### config.mk
export PLATFORM = sky130hd
export DESIGN_NAME = uart_receiver
export DESIGN_NICKNAME = d
export VERILOG_FILES = /design/src/rtl/uart_pkg.sv /design/src/rtl/sync_2ff.sv /design/src/rtl/uart_receiver.sv
export SDC_FILE = /design/constraint.sdc
export NUM_CORES = 1
export LEC_CHECK = 0
export BUFFER_PORTS_ARGS = -buffer_cell sky130_fd_sc_hd__buf_2
export CORE_MARGIN = 3
export CORE_UTILIZATION = 45
export DETAILED_ROUTE_END_ITERATION = 6
export PLACE_DENSITY_LB_ADDON = 0.15
export SETUP_SLACK_MARGIN = 0.05
export SYNTH_ARGS = -nofsm -noshare
export SYNTH_HDL_FRONTEND = slang
export SYNTH_SLANG_ARGS = --single-unit
### constraint.sdc
create_clock -name clk -period 2.6 [get_ports clk]
set_input_delay 0.26 -clock clk [delete_from_list [all_inputs] [get_ports clk]]
set_output_delay 0.26 -clock clk [all_outputs]
set_load 0.05 [all_outputs]
### src/rtl/uart_pkg.sv
// Shared UART definitions: receiver FSM states and default bit timing.
// Exports rx_state_e and CLKS_PER_BIT_DEF (100 MHz / 115200 baud).
package uart_pkg;

  localparam int CLKS_PER_BIT_DEF = 868;

  typedef enum logic [2:0] {
    IDLE,
    START,
    DATA,
    STOP,
    BREAK
  } rx_state_e;

endpackage

### src/rtl/sync_2ff.sv
// Two-flop synchronizer for one asynchronous bit.
// Ports: clk, rst_i (sync, active-high), d_i async in, q_o synced out.
module sync_2ff #(
  parameter logic RST_VAL = 1'b0
) (
  input  logic clk,
  input  logic rst_i,
  input  logic d_i,
  output logic q_o
);

  logic meta_q;
  logic sync_q;

  always_ff @(posedge clk) begin
    if (rst_i) begin
      meta_q <= RST_VAL;
      sync_q <= RST_VAL;
    end else begin
      meta_q <= d_i;
      sync_q <= meta_q;
    end
  end

  assign q_o = sync_q;

endmodule

### src/rtl/uart_receiver.sv
// 8N1 UART receiver, mid-bit sampling, frame error + break handling.
// Ports: clk, i_reset, i_rx; o_data, o_valid, o_frame_error, o_busy.
module uart_receiver
  import uart_pkg::*;
#(
  parameter int CLKS_PER_BIT = CLKS_PER_BIT_DEF
) (
  input  logic       clk,
  input  logic       i_reset,
  input  logic       i_rx,
  output logic [7:0] o_data,
  output logic       o_valid,
  output logic       o_frame_error,
  output logic       o_busy
);

  localparam int CW = $clog2(CLKS_PER_BIT);
  localparam logic [CW-1:0] HALF = CW'((CLKS_PER_BIT - 1) / 2);
  localparam logic [CW-1:0] FULL = CW'(CLKS_PER_BIT - 1);

  logic rx;

  rx_state_e     state_q, state_d;
  logic [CW-1:0] cnt_q, cnt_d;
  logic [2:0]    bit_q, bit_d;
  logic [7:0]    shift_q, shift_d;
  logic [7:0]    data_q, data_d;
  logic          valid_q, valid_d;
  logic          ferr_q, ferr_d;

  sync_2ff #(
    .RST_VAL(1'b1)
  ) u_sync (
    .clk  (clk),
    .rst_i(i_reset),
    .d_i  (i_rx),
    .q_o  (rx)
  );

  always_comb begin
    state_d = state_q;
    cnt_d   = cnt_q;
    bit_d   = bit_q;
    shift_d = shift_q;
    data_d  = data_q;
    valid_d = 1'b0;
    ferr_d  = 1'b0;
    unique case (state_q)
      IDLE: begin
        if (!rx) begin
          state_d = START;
          cnt_d   = '0;
          bit_d   = '0;
        end
      end
      START: begin
        if (cnt_q == HALF) begin
          cnt_d   = '0;
          bit_d   = '0;
          state_d = rx ? IDLE : DATA;
        end else begin
          cnt_d = cnt_q + CW'(1);
        end
      end
      DATA: begin
        if (cnt_q == FULL) begin
          cnt_d   = '0;
          // LSB arrives first, so shift in from the top
          shift_d = {rx, shift_q[7:1]};
          bit_d   = bit_q + 3'd1;
          if (bit_q == 3'd7) state_d = STOP;
        end else begin
          cnt_d = cnt_q + CW'(1);
        end
      end
      STOP: begin
        if (cnt_q == FULL) begin
          cnt_d = '0;
          if (rx) begin
            data_d  = shift_q;
            valid_d = 1'b1;
            state_d = IDLE;
          end else begin
            ferr_d  = 1'b1;
            state_d = BREAK;
          end
        end else begin
          cnt_d = cnt_q + CW'(1);
        end
      end
      BREAK: begin
        if (rx) state_d = IDLE;
      end
      default: state_d = IDLE;
    endcase
  end

  always_ff @(posedge clk) begin
    if (i_reset) begin
      state_q <= IDLE;
      cnt_q   <= '0;
      bit_q   <= '0;
      shift_q <= '0;
      data_q  <= '0;
      valid_q <= 1'b0;
      ferr_q  <= 1'b0;
    end else begin
      state_q <= state_d;
      cnt_q   <= cnt_d;
      bit_q   <= bit_d;
      shift_q <= shift_d;
      data_q  <= data_d;
      valid_q <= valid_d;
      ferr_q  <= ferr_d;
    end
  end

  assign o_data        = data_q;
  assign o_valid       = valid_q;
  assign o_frame_error = ferr_q;
  assign o_busy        = (state_q != IDLE);

endmodule

# Word level (Yosys, flattened, before mapping)
# Index checks and enable logic that the tools add are counted.
dict set report totals {
  output_inout_bits 11
  latch_bits 0
  word_cells 56
  mem_count 0
  ramBits 0
  romBits 0
  reg_bits 36
  in_bits 3
}
dict set report op_classes {
  n_reduce_logical 11
  bitwise_logic 2
  shift 0
  addsub 2
  mul 0
  n_lt_le_gt_ge 0
  div 0
  n_mux 19
  n_eq_ne 13
}
# cell n
set op_table {}
lappend op_table {{$mux W10} 3}
lappend op_table {{$mux W3} 10}
lappend op_table {{$pmux W10 S3} 1}
lappend op_table {{$pmux W3 S5} 1}
lappend op_table {{$add A10 B1 Y10 const B} 1}
lappend op_table {{$eq A10 B10 Y1 const B} 1}
lappend op_table {{$eq A10 B9 Y1 const B} 1}
lappend op_table {{$ne A2 B2 Y1 const B} 5}
lappend op_table {{$pmux W3 S3} 1}
lappend op_table {{$reduce_bool A3 Y1} 3}
lappend op_table {{$eq A3 B2 Y1 const B} 2}
lappend op_table {{$eq A3 B3 Y1 const B} 2}
lappend op_table {{$reduce_and A6 Y1} 1}
lappend op_table {{$reduce_and A2 Y1} 2}
lappend op_table {{$reduce_and A4 Y1} 1}
lappend op_table {{$add A3 B1 Y3 const B} 1}
lappend op_table {{$eq A3 B1 Y1 const B} 1}
lappend op_table {{$logic_not A3 Y1} 1}
lappend op_table {{$reduce_and A3 Y1} 1}
lappend op_table {{$reduce_or A3 Y1} 1}
lappend op_table {{$mux W1} 2}
lappend op_table {{$mux W2} 1}
lappend op_table {{$ne A2 B1 Y1 const B} 1}
lappend op_table {{$not A1 Y1} 2}
lappend op_table {{$reduce_or A2 Y1} 1}

# Longest topological paths before layout
dict set report logic_depth {
  ltp_word 4
  mapped_depth 6
  ltp_nobuf 6
}

# By module
# A second synthesis with hierarchy kept.
dict set report hier_totals {
  cells_unflattened 197
  hier_area_um2 1740.4
}
# mod seq_area_each_um2 area_per_inst_um2 cells_each n_inst
set by_module_without_submodules {}
lappend by_module_without_submodules {uart_receiver 680.7 1687.9 193 1}
lappend by_module_without_submodules {sync_2ff 40.0 52.6 4 1}

# Worst setup path before layout
# Ideal clock, no wire load.
dict set report synth_timing {
  path_type {reg2reg}
  from {register cnt_q[0]}
  to {register cnt_q[4]}
  path_buffers 0
  period_less_slack_ps 1772
  stages_incl_launch_ff 6
  setup_ps 137
  t_required_ps 2463
  slack_ps 828
  arrival_time_ps 1635
  cell_sequence {dfxtp_1 ha_1 and4bb_1 nand4_1 a31oi_1 nor3_1}
}
dict set report synth_between {
  elab_chain_cells 3
  word_cells_on_any_way 6
  cone_classes {1 x add/sub; 2 x eq/ne; 3 x mux}
}
# item line_no
set synth_lines {}
lappend synth_lines {{start: declaration} uart_receiver.sv:24} ;# logic [CW-1:0] cnt_q, cnt_d;
lappend synth_lines {{start signal: assignment} uart_receiver.sv:109} ;# cnt_q <= cnt_d;
lappend synth_lines {{$add A10 B1 Y10 (tied with other cells)} {uart_receiver.sv:62, uart_receiver.sv:73, uart_receiver.sv:88}}
lappend synth_lines {{$mux W10, on equally long branches} {uart_receiver.sv:66, uart_receiver.sv:77, uart_receiver.sv:57}}
lappend synth_lines {{$pmux W10 S3 *} uart_receiver.sv:48} ;# unique case (state_q)
# Every way passes the cells marked *; elsewhere a longest branch is shown, timed or not.
# A chain may end at the register's enable or synchronous reset.

# Worst setup path after layout
dict set report layout_timing {
  from {register cnt_q[0]}
  to {register cnt_q[6]}
}
# Same word-level chain as after synthesis.

==> impl_metrics.csv <==
group,metric,value,unit
die,core_area,3468,sq um
timing,max_freq,0.4559,GHz
synth,async_flop_share,0,
cells_and_area,fin_nets,195,
routing,wl_per_cell,13.68,microns
synth,seq_area_frac_synth,0.4311,
routing,via_per_inst,5.697,
routing,drt_wl_total,3202,microns
timing,fin_worst_skew,5.334,ps
worst_setup_path,cp-end-kind,"register",
die,start_util,0.4820,
timing,setup_viol,0,
global_routing,grt_max_degree,41,
routing,drt_iter0_markers,94,
pwr,p_per_area,549.3,nW/um^2
worst_setup_path,worstPathArrival,2330,ps
worst_setup_path,ff2ff_path_depth,5,
clock_tree,cts-root-buf,"clkbuf_8",
global_routing,grt-ovfl-total,0,
synth,synth_edf_count,0,
timing,max-slew-margin-rel,0.5553,
clock_tree,cts_setup_buffers,0,
synth,ys_ff_latch,36,
global_routing,met3_usage,0.04384,
worst_setup_path,critical_path_class,"reg -> reg",
routing,firstDrtPassIters,4,
synth,synth_area_leader_cell,"dfxtp_1",
timing,final.period_utilization,0.8437,
global_routing,grt_use_met2,0.2475,
clock_tree,holdBufCountCts,0,
synth,synth_ff_type,"dfxtp_1",
global_routing,antenna_found_initial,0,
job,cap_violations,0,
die,io_pins,14,
clock_tree,ctsResizeCount,0,
global_routing,grt_pass1_vias,1203,
synth,syn_nets,185,
timing,hold_viol_final,0,
timing,worst_pin_slew,667.0,ps
worst_setup_path,cp.required,2730,ps
worst_setup_path,crit_path_max_fanout,7,
synth,avgSynthCellArea,9.391,sq um
synth,synthTopCellsByCount,"dfxtp_1, nor2_1, mux2i_1",
pwr,leakage,0.8259,nW
timing,rsz0062_at_grt,"false",
worst_setup_path,critPathMaxStageDelay,570,ps
global_routing,grt_pass1_wl,5457,microns
timing,finalSetupTns,0,ps
die,die_h,66.95,microns
hold_path,worstHoldPathCells,2,
synth,syn_area,1672,sq um
die,std_cell_rows,21,
die,die_area,4482,sq um
clock_tree,cts_tree,"built",
synth,syn_inst,178,
timing,final_max_slew_viol_count,0,
synth,ys_types,47,
die,die_w,66.95,microns
global_routing,grt.busiest_layer,"met2",
clock_tree,htree_levels,2,
worst_setup_path,crit_buf_inv,0,
worst_setup_path,worst-path-stages,5,
routing,remaining_drc_errors,0,
clock_tree,clkLatencyLatePin,280,ps
global_routing,grtUsageMet1,0.2052,
worst_setup_path,crit_slowest_cell,"a31oi_1",
synth,yosysMostFrequentCell,"dfxtp_1",
pwr,p_total,1.013,mW
worst_setup_path,cp_top_family,"simple AND/OR/NAND/NOR gates",
clock_tree,cts_buffer_depth,2,
cells_and_area,post_route_cells_drive_above_1_share,0.1489,
cells_and_area,n_antenna_cell,0,
placement,numPortBuffers,13,
synth,synth_top_area_frac,0.4311,
routing,vias,1333,
worst_setup_path,startpoint_type,"register",
synth,synth.area.top_cells,"dfxtp_1, mux2i_1, nor2_1",
placement,hpwlAfterDp,2209,microns
cells_and_area,syn_to_final_growth,10.33,%
synth,ys_warn_count,0,
clock_tree,path_clk_slew,70,ps
routing,antenna_left,0,
placement,gp_congestion,0.8002,
outcome,outcome,"finished clean",
pwr,vdd_drop_max,0.4219,mV
clock_tree,clock-sinks,36,
clock_tree,cts_buffers,5,
global_routing,gr-usage-all-layers,0.1600,
worst_setup_path,worstPathCellList,"ha_1 > and4bb_1 > nand4_1 > a31oi_1 > nor3_1",
hold_path,hp-class,"in -> reg",
timing,min_period,2194,ps
## cells by family after synthesis
| group | share of synthesized area |
|---|---|
| adders and majority gates | 0.02994 |
| AOI/OAI and AO/OA | 0.1011 |
| and+or+nand+nor | 0.2919 |
| xor gates and xnor gates | 0.01572 |
| DFF | 0.4311 |
| buffers and inverters | 0.03443 |
| muxes | 0.09581 |
## cell usage in the layout (no fill, tap or decap), types with 3 or more instances in the layout
cell type	count
a21oi_1	3
and4b_1	4
buf_2	13
clkbuf_8	7
dfxtp_1	36
ha_1	4
inv_1	3
mux2i_1	16
nand2_1	8
nand2b_1	5
nand3_1	7
nor2_1	22
nor3_1	7
nor3b_1	3
o21ai_0	4
o2bb2ai_1	3
or2_2	3
or3_1	3
## worst paths after layout
kind                  from  slack (ps)            end
min                   i_rx         160  u_sync.meta_q
min reg2reg  u_sync.meta_q         410     u_sync.q_o
max               cnt_q[0]         410       cnt_q[6]
max reg2reg       cnt_q[0]         410       cnt_q[6]
## registers in the layout (all words and copies together) (netlist names)
signal / flops
bit_q: 3
cnt_q: 10
o_data: 8
o_frame_error: 1
o_valid: 1
shift_q: 8
state_q: 3
u_sync.meta_q: 1
u_sync.q_o: 1
## per-stage QoR
stage,instances,hold slack (ps),util,setup slack (ps),area [sq um]
after CTS,234,146.3,0.5317,438.6,1844
after floorplan,178,363.8,-,828.5,1672
after global routing,234,162.2,0.5317,258.2,1844
final,234,155.5,0.5317,406.3,1844
after global placement,227,403.7,0.5040,597.2,1748
after detailed placement,227,393.7,0.5040,454.0,1748
## per-layer routing
layer | vias up | part of all wire
li1 | 671 | -
met1 | 626 | 0.48
met2 | 29 | 0.46
met3 | 7 | 0.045
met4 | 0 | 0.016
met5 | - | 0
## cell type report
type                            instances  area, sq um
Sequential cell                        36        720.7
Inverter                                3        11.26
Multi-Input combinational cell        129        893.4
Fill cell                             333         1624
Tap cell                               46        57.56
Clock buffer                            7        96.34
Timing Repair Buffer                   13        65.06
## worst reg2reg max path: stages, from the launching register on
cell and delay, ps:
dfxtp_1 420, ha_1 320, and4bb_1 350, nand4_1 270
a31oi_1 570, nor3_1 110
## power breakdown
group | total (mW) | switching (mW) | internal [mW]
combinational | 0.0430 | 0.0300 | 0.0130
sequential | 0.562 | 0.00641 | 0.556
clock | 0.408 | 0.173 | 0.235
No activity file was read; power rests on OpenSTA's default activity.
